**config.mk**
```make
export PLATFORM = sky130hd
export DESIGN_NAME = refill_beat_assembler
export DESIGN_NICKNAME = d
export VERILOG_FILES = /design/src/rtl/refill_beat_assembler.sv
export SDC_FILE = /design/constraint.sdc
export NUM_CORES = 1
export LEC_CHECK = 0
export ABC_AREA = 1
export CORE_ASPECT_RATIO = 0.5
export CORE_MARGIN = 1.5
export CORE_UTILIZATION = 30
export CTS_CLUSTER_SIZE = 10
export DETAILED_ROUTE_END_ITERATION = 8
export DONT_BUFFER_PORTS = 1
export GPL_ROUTABILITY_DRIVEN = 0
export PLACE_DENSITY = 0.48
export RECOVER_POWER = 100
export SLEW_MARGIN = 0
export SYNTH_ARGS = -nofsm -noshare
export SYNTH_HDL_FRONTEND = slang
export SYNTH_SLANG_ARGS = --single-unit
```
**constraint.sdc**
```tcl
create_clock -name clk -period 12.9 [get_ports clk]
set_input_delay 3.87 -clock clk [delete_from_list [all_inputs] [get_ports clk]]
set_output_delay 3.87 -clock clk [all_outputs]
set_load 0.02 [all_outputs]
```
**src/rtl/refill_beat_assembler.sv**
```systemverilog
// refill_beat_assembler: packs BEATS in-order response beats into one refill line with its id.
// Define REFILL_ASM_FRAME_CHK_EN to report beat-framing errors on asm_err.
module refill_beat_assembler #(
  parameter int BEAT_W = 64,
  parameter int LINE_W = 256,
  parameter int BEATS  = 4,
  parameter int ID_W   = 8
) (
  input  logic              clk,
  input  logic              rst,
  input  logic              mem_rsp_valid,
  output logic              mem_rsp_ready,
  input  logic [ID_W-1:0]   mem_rsp_id,
  input  logic [BEAT_W-1:0] mem_rsp_data,
  input  logic              mem_rsp_last,
  output logic              memctl_refill_valid,
  input  logic              memctl_refill_ready,
  output logic [ID_W-1:0]   memctl_refill_id,
  output logic [LINE_W-1:0] memctl_refill_data,
  output logic              asm_err
);
  localparam int CNT_W = BEATS > 1 ? $clog2(BEATS) : 1;
  localparam logic [1:0] IDLE = 2'd0;
  localparam logic [1:0] FILL = 2'd1;
  localparam logic [1:0] FULL = 2'd2;
  localparam logic [CNT_W-1:0] LAST_CNT = CNT_W'(BEATS - 1);

  logic [1:0]        state_q, state_d;
  logic [CNT_W-1:0]  cnt_q, cnt_d;
  logic [LINE_W-1:0] data_q, data_d;
  logic [ID_W-1:0]   id_q, id_d;
  logic              err_q, err_d;
  logic              acc, drop;

  // In FULL a beat is only taken alongside the handshake, so it can start the next line.
  assign mem_rsp_ready       = (state_q == FULL) ? memctl_refill_ready : 1'b1;
  assign acc                 = mem_rsp_valid & mem_rsp_ready;
  assign memctl_refill_valid = state_q == FULL;
  assign memctl_refill_id    = id_q;
  assign memctl_refill_data  = data_q;
  assign asm_err             = err_q;

`ifdef REFILL_ASM_FRAME_CHK_EN
  assign drop  = acc & mem_rsp_last & (cnt_q != LAST_CNT);
  assign err_d = drop | (acc & ((~mem_rsp_last & (cnt_q == LAST_CNT)) |
                                ((cnt_q != '0) & (mem_rsp_id != id_q))));
`else
  logic unused_last;
  assign unused_last = mem_rsp_last;
  assign drop        = 1'b0;
  assign err_d       = 1'b0;
`endif

  // cnt_q is zero in IDLE and FULL, so it always names the slot of the incoming beat.
  always_comb begin
    state_d = state_q;
    cnt_d   = cnt_q;
    data_d  = data_q;
    id_d    = id_q;
    if (acc) data_d[cnt_q*BEAT_W +: BEAT_W] = mem_rsp_data;
    if (acc && cnt_q == '0) id_d = mem_rsp_id;
    if (drop) begin
      state_d = IDLE;
      cnt_d   = '0;
    end else if (acc) begin
      state_d = (cnt_q == LAST_CNT) ? FULL : FILL;
      cnt_d   = (cnt_q == LAST_CNT) ? '0 : cnt_q + 1'b1;
    end else if (state_q == FULL && memctl_refill_ready) begin
      state_d = IDLE;
    end
  end

  always_ff @(posedge clk or posedge rst) begin
    if (rst) begin
      state_q <= IDLE;
      cnt_q   <= '0;
      data_q  <= '0;
      id_q    <= '0;
      err_q   <= 1'b0;
    end else begin
      state_q <= state_d;
      cnt_q   <= cnt_d;
      data_q  <= data_d;
      id_q    <= id_d;
      err_q   <= err_d;
    end
  end
endmodule
```
**After elaboration in Yosys (flattened, before gate mapping)**

Index checks and enable logic that the tools add are counted.

- Bits in registers: 268
- Word-level logic and storage cells: 21

- Add/sub/neg operators: 2
- Equal/unequal tests: 2
- Shift-type cells: 2
- Multiplexer cells: 6
- Bitwise gates (word level): 1
- Reduce and logical (&&, ||, !) cells: 4

Operators with widths:

| operator | count |
|---|---|
| $bwmux 256 | 1 |
| $shift 64x34->256 const A | 1 |
| $shiftx 64x34->256 | 1 |
| $neg 8->34 | 1 |
| $mux 2 | 4 |
| $eq 2x2->1 const B | 2 |
| $add 2x1->2 const B | 1 |
| $logic_and 1x1->1 | 2 |
| $logic_not 2->1 | 1 |
| $reduce_bool 2->1 | 1 |
| $and 1x1->1 | 1 |
| $mux 1 | 1 |

**Logic depth before layout (Yosys ltp)**

Gate-level depths: netlist of run 1.

- Depth in word-level cells: 4
- Depth in mapped cells: 9
- Gate-level depth less buffers: 7

**Worst setup path after synthesis of run 1**

OpenSTA, ideal clock, no wires.

- Path kind: input-to-output
- Start point: in memctl_refill_ready
- End point: out mem_rsp_ready
- Data arrival time: 4,105 ps
- Slack: 4,925 ps
- Cell stages on the path: 2
- Path buffers: 0
- Cells stage by stage: inv_1 -> nand3_2

- Cells in the longest elaborated chain, start to end: 1

RTL lines:

| element | line | source |
|---|---|---|
| from (decl) | 17 | `input logic memctl_refill_ready,` |
| $mux 1 | 36 | `assign mem_rsp_ready = (state_q == FULL) ? memctl_refill_ready : 1'b1;` |
| to (decl) | 12 | `output logic mem_rsp_ready,` |

Every way passes these cells.

**Final worst setup path of run 1**

- Start point: in memctl_refill_ready
- End point: reg data_q[8] (netlist: memctl_refill_data[8])

- Cells in the longest elaborated chain, start to end: 2

RTL lines:

| element | line | source |
|---|---|---|
| $mux 1 | 36 |  |
| via mem_rsp_ready | 12 |  |
| $and 1x1->1 | 37 | `assign acc = mem_rsp_valid & mem_rsp_ready;` |
| to (signal assigned) | 83 | `data_q <= data_d;` |
| to (decl) | 30 | `logic [LINE_W-1:0] data_q, data_d;` |

The timed path passes the listed nets, and every way through them passes these cells.
A chain may end at the register's enable or synchronous reset.

==> flow_summary.toml, run 1 <==
[grt]
antenna_found_initial = 0
grt.total_usage_pct = 18.5
first_global_vias = 8914
grt_max_degree = 114
grt_pass1_wl_um = 56600
overflow = 0

[detailed_routing]
dr_total_vias = 8919
drt_iter0_drc = 609
drt-vias-per-instance = 4.79
drt_drc_violations_left = 0
wl_per_cell_um = 19.9
ant_nets = 0
first_pass_iters = 5
drt-total-wl_um = 37000

[yosys]
synth_top_family_by_area = "simple AND/OR/NAND/NOR gates"
yosysSeqAreaShare_pct = 58.0
ys_ff_latch = 268
avgSynthCellArea_um2 = 8.29
synthMuxAreaShare_pct = 0
synth_cell_types = 20
syn-num-nets = 1477
synth-compound-area-share_pct = 11.7
netlist_instances = 1394
ys.warnings.count = 0
yosys.area_share.adder_pct = 0.650
synth_area_um2 = 11600
synth-xor-area-share_pct = 0
yosys.area_share.simple_pct = 22.6

[cts]
cts_sinks = 268
post_cts_resized = 0
tritoncts = "yes"
htree_levels = 1
clockBufferDepth = 3
cts_buffers = 31
post_cts_buffers = 0
clk_pin_slew_worst_paths_ns = 0.06
ctsHoldBuffers = 0
root_buffer = "clkbuf_16"
clk_latency_ns = 0.57

[power]
p_leak_uw = 0.00577
ir_worst_vdd_uv = 201
power_density_nw_per_um2 = 277

[sta]
clock_skew_ns = 0.0194
final_max_slew_viol_count = 654
tns_ns = 0
rsz0062_at_grt = "false"
worstMarginPinSlew_ns = 5.11
period_minus_slack_ns = 8.16
fin_crit_sh_pct = 63.2
fmax_ghz = 0.123
finalSetupViolCount = 0
finalHoldViolations = 0
max-slew-margin-rel_pct = -243
worst_hold_slack_ns = 0.531

[critical_path]
critPathRequiredTime_ns = 13.20
cp_max_fo = 84
path_class = "in2reg"
cpPeakStageDelay_ns = 2.15
crit_path_end_kind = "flip-flop"
arrival_ns = 8.46
cp_common_cell = "nand3_1"
startpoint_type = "input pin"
path_delay_family = "buffers and inverters"
path_cells = "inv_1 -> nand3_1 -> nand3_1 -> clkbuf_1 -> o21ai_0"
crit_buf_inv = 2
cp_slowest_cell = "clkbuf_1"

[placed_design]
dpl.hpwl_um = 24500
port_buffers = 0

[floorplanning]
die_width_um = 281
rows = 50
die_y_um = 142
initial_core_util_pct = 30.7
dieArea_um2 = 39800
coreArea_um2 = 37700
io_pins = 344

[finish]
synthToLayoutAreaGrowth_pct = 9.24
diodes = 0
nNetsFinal = 1421
drive_gt1_share_pct = 3.95

[outcome]
violations = "capacitance limit, slew limit"
status = "complete, but fails checks"

[min_path]
hp-class = "reg2reg"

[job]
drv_cap = 9
## power by group
group / internal, µW / total, µW / switching [µW]
registers: 1120 / 1730 / 616
logic: 224 / 992 / 768
clock network: 435 / 773 / 338
total: 1780 / 3500 / 1720
## cell type report
| class | instances | area [µm²] |
|---|---|---|
| clock buffers | 35 | 811 |
| clock inverters | 3 | 18.8 |
| fillers | 3961 | 25000 |
| inverters | 84 | 317 |
| multi-input cells | 940 | 4040 |
| flip-flops and latches | 268 | 6710 |
| well taps | 520 | 651 |
| repair buffers | 13 | 82.6 |
## path summary, 6_finish.rpt
kind / from / to / slack [ns] / cells past startpoint
min: state_q[0] / state_q[0] / 0.53 / 2
min reg2reg: state_q[0] / state_q[0] / 0.53 / 2
max in group asynchronous: rst / memctl_refill_data[64] / 5.47 / 2
max: memctl_refill_ready / memctl_refill_data[8] / 4.74 / 5
min in group asynchronous: rst / memctl_refill_data[160] / 4.76 / 1
max reg2reg: cnt_q[0] / memctl_refill_data[8] / 6.89 / 6
## cell usage in the layout, fill, tap and decap left out
cell / count
nand4_1: 1
nor2_1: 65
ha_1: 6
clkinv_2: 2
buf_4: 9
a21oi_1: 2
clkbuf_1: 6
clkinvlp_2: 1
nand2_1: 525
nand3_1: 69
inv_1: 80
conb_1: 1
o21ai_1: 6
dfrtp_1: 268
inv_6: 1
clkbuf_16: 31
nor2_4: 4
o21ai_0: 261
inv_2: 3
clkbuf_8: 2
## flip-flops by register name (all words and copies together) (netlist names)
register / count
memctl_refill_data: 256
cnt_q: 2
state_q: 2
memctl_refill_id: 8
## through the flow
stage,instances,worst slack (ns),util [%],instance area [µm²],power [µW]
after global routing,1863,4.14,33.5,12600,3730
after detailed placement,1825,4.77,31.5,11900,2780
after CTS,1863,4.77,33.7,12700,3570
after floorplan,1394,1.65,-,11600,2380
final,1863,4.74,33.5,12600,3500
after global placement,1825,4.76,31.5,11900,2750
## cell usage after synthesis, drive strengths merged
library cell  instances  area share (%)
nand2               525              17
dfrtp               268              58
o21ai               267              12
inv                  84             2.7
nand3                69             3.1
nor2                 69             2.4
buf                  68             3.2
clkbuf               34             1.1
ha                    6            0.65
a21oi                 2           0.087
conb                  1           0.032
nand4                 1           0.054
## tightest hold or removal path, cell delays in order, from the launching register on
cell and delay, ns:
dfrtp_1 0.37, nand2_1 0.06, o21ai_0 0.07
## routing by layer
metal | wire [µm] | GRT usage, % | vias up
met5 | 0 | 0 | -
met4 | 1510 | 7.31 | 0
met3 | 1710 | 3.77 | 73
met2 | 18400 | 31.6 | 204
met1 | 15400 | 23.1 | 4366
li1 | - | - | 4276
## cells by family after synthesis
logic type | count (synthesis)
simple gates | 664
compound gates | 269
flops | 268
buf+inv | 186
fa+ha+maj | 6
other cells | 1
Power figures use the tool's default switching activity.
==> run 2, diff against run 1 <==
- clock period: 12.9 -> 7.67 ns (I/O delays scaled with it)
==> run 2 against run 1 <==
Effect of this change:
- non-clock buffer count is the same
- clock skew shrank 0.012 ns
- the flow still finishes with violations (capacitance limit, slew limit)
- sequential share of layout area shrank 0.095 points
- register-to-register slack lost 4.7 ns
- total power grew 68%
- hold slack lost 0.0035 ns
- setup slack lost 2.6 ns
==> flow_summary.toml, run 2 (same netlist as run 1, synthesis figures left out) <==
[grt]
overflow = 0
antenna_found_initial = 0
grt_max_degree = 175
first_global_vias = 8914
grt.total_usage_pct = 18.3
grt_pass1_wl_um = 56100

[sta]
max-slew-margin-rel_pct = -78.8
period_minus_slack_ns = 5.48
tns_ns = 0
clock_skew_ns = 0.00716
worst_hold_slack_ns = 0.527
setup_ws_ns = 2.19
finalHoldViolations = 0
fmax_ghz = 0.182
fin_crit_sh_pct = 71.5
final_max_slew_viol_count = 336
finalSetupViolCount = 0
worstMarginPinSlew_ns = 2.67
rsz0062_at_grt = "false"

[critical_path]
reg2reg_depth = 8
critPathRequiredTime_ns = 8.09
startpoint_type = "flip-flop"
timing.rr.end = "memctl_refill_data[31]"
cp_max_fo = 67
r2r-start = "cnt_q[0]"
arrival_ns = 5.90
startpoint = "cnt_q[0]"
path_class = "reg2reg"
rrSetupSlack_ns = 2.19
crit_path_end_kind = "flip-flop"

[cts]
post_cts_buffers = 0
htree_levels = 1
root_buffer = "clkbuf_16"
clockBufferDepth = 3
clk_latency_ns = 0.57
cts_sinks = 268
post_cts_resized = 0
cts_buffers = 31
clk_pin_slew_worst_paths_ns = 0.06
tritoncts = "yes"
ctsHoldBuffers = 0

[detailed_routing]
dr_total_vias = 8980
drt-vias-per-instance = 4.82
drt_drc_violations_left = 0
ant_nets = 0
drt-total-wl_um = 36800
drt_iter0_drc = 753
first_pass_iters = 5
wl_per_cell_um = 19.7

[min_path]
hp-class = "reg2reg"
min_from = "state_q[0]"
hold_path_depth = 2
min_to = "state_q[0]"

[finish]
seqCellArea_um2 = 6710
fin_util_pct = 33.6
drive_gt1_share_pct = 4.02
nNetsFinal = 1421
multiInputGateArea_um2 = 4030
layout_commonest_cell = "nand2_1"
final_cell_mix = "nand2_1 (525), dfrtp_1 (268), o21ai_0 (258)"
synthToLayoutAreaGrowth_pct = 9.43
largest_reg_flops = 256
final_cells = 1864
fillerInstances = 3935
diodes = 0

[job]
drv_cap = 6

[power]
power_density_nw_per_um2 = 465
ir_worst_vdd_uv = 213
p_leak_uw = 0.00578

[placed_design]
port_buffers = 0
place_ws_ns = 2.68
dpl.hpwl_um = 24600
dp.cells = 1825

[floorplanning]
coreArea_um2 = 37700
die_y_um = 142
initial_core_util_pct = 30.7
rows = 50
die_width_um = 281
dieArea_um2 = 39800
io_pins = 344

[outcome]
violations = "capacitance limit, slew limit"
status = "complete, but fails checks"
## run 2: changes by cell type in the layout (fill, tap and decap cells not counted)
cell and delta:
o21ai_0 -3, o21ai_1 +3, clkbuf_1 -3, nor2_4 -1, inv_2 -2, clkinv_1 +2, clkinv_2 -1, buf_4 -1
clkbuf_8 +1, buf_12 +1, clkbuf_2 +4, nor2_1 +1
## run 2: how the worst max path moves through the flow
stage,end
2_1_floorplan,cnt_q[0]
3_3_place_gp,mem_rsp_ready
3_5_place_dp,mem_rsp_ready
4_1_cts,mem_rsp_ready
5_1_grt,memctl_refill_data[137]
6_report,memctl_refill_data[31]
## run 2: layout make-up
| cell class | count | share of cell area, % |
|---|---|---|
| clock inverters | 2 | 0.109 |
| multi-input cells | 940 | 31.9 |
| repair buffers | 13 | 0.792 |
| well taps | 520 | 5.15 |
| clock buffers | 37 | 6.55 |
| inverters | 84 | 2.50 |
| flip-flops and latches | 268 | 53.0 |
## run 2: stage by stage
stage | total power, µW | cell area [µm²]
after floorplan | 4010 | 11600
after global placement | 4610 | 11900
after detailed placement | 4660 | 11900
after CTS | 6000 | 12700
after global routing | 6280 | 12600
final | 5880 | 12600
## run 2: metal layers
layer	GRT usage [%]	wire, µm	vias up
met4	7.62	1620	0
li1	-	-	4287
met2	31.2	18200	248
met3	4.02	2040	84
met1	22.4	15000	4361
met5	0	0	-
## run 2: critical path: stages (launching register included)
cell	delay, ns
dfrtp_1	0.51
clkinv_1	0.11
clkbuf_2	1.28
ha_1	0.37
clkinv_1	0.09
nor2_1	1.95
buf_4	0.65
nand3_1	0.14
o21ai_0	0.22
## run 2: power by group
part           switching, µW  internal, µW  total [µW]
sequential              1030          1880        2920
clock                    571           743        1310
combinational           1280           375        1650
total                   2880          3000        5880
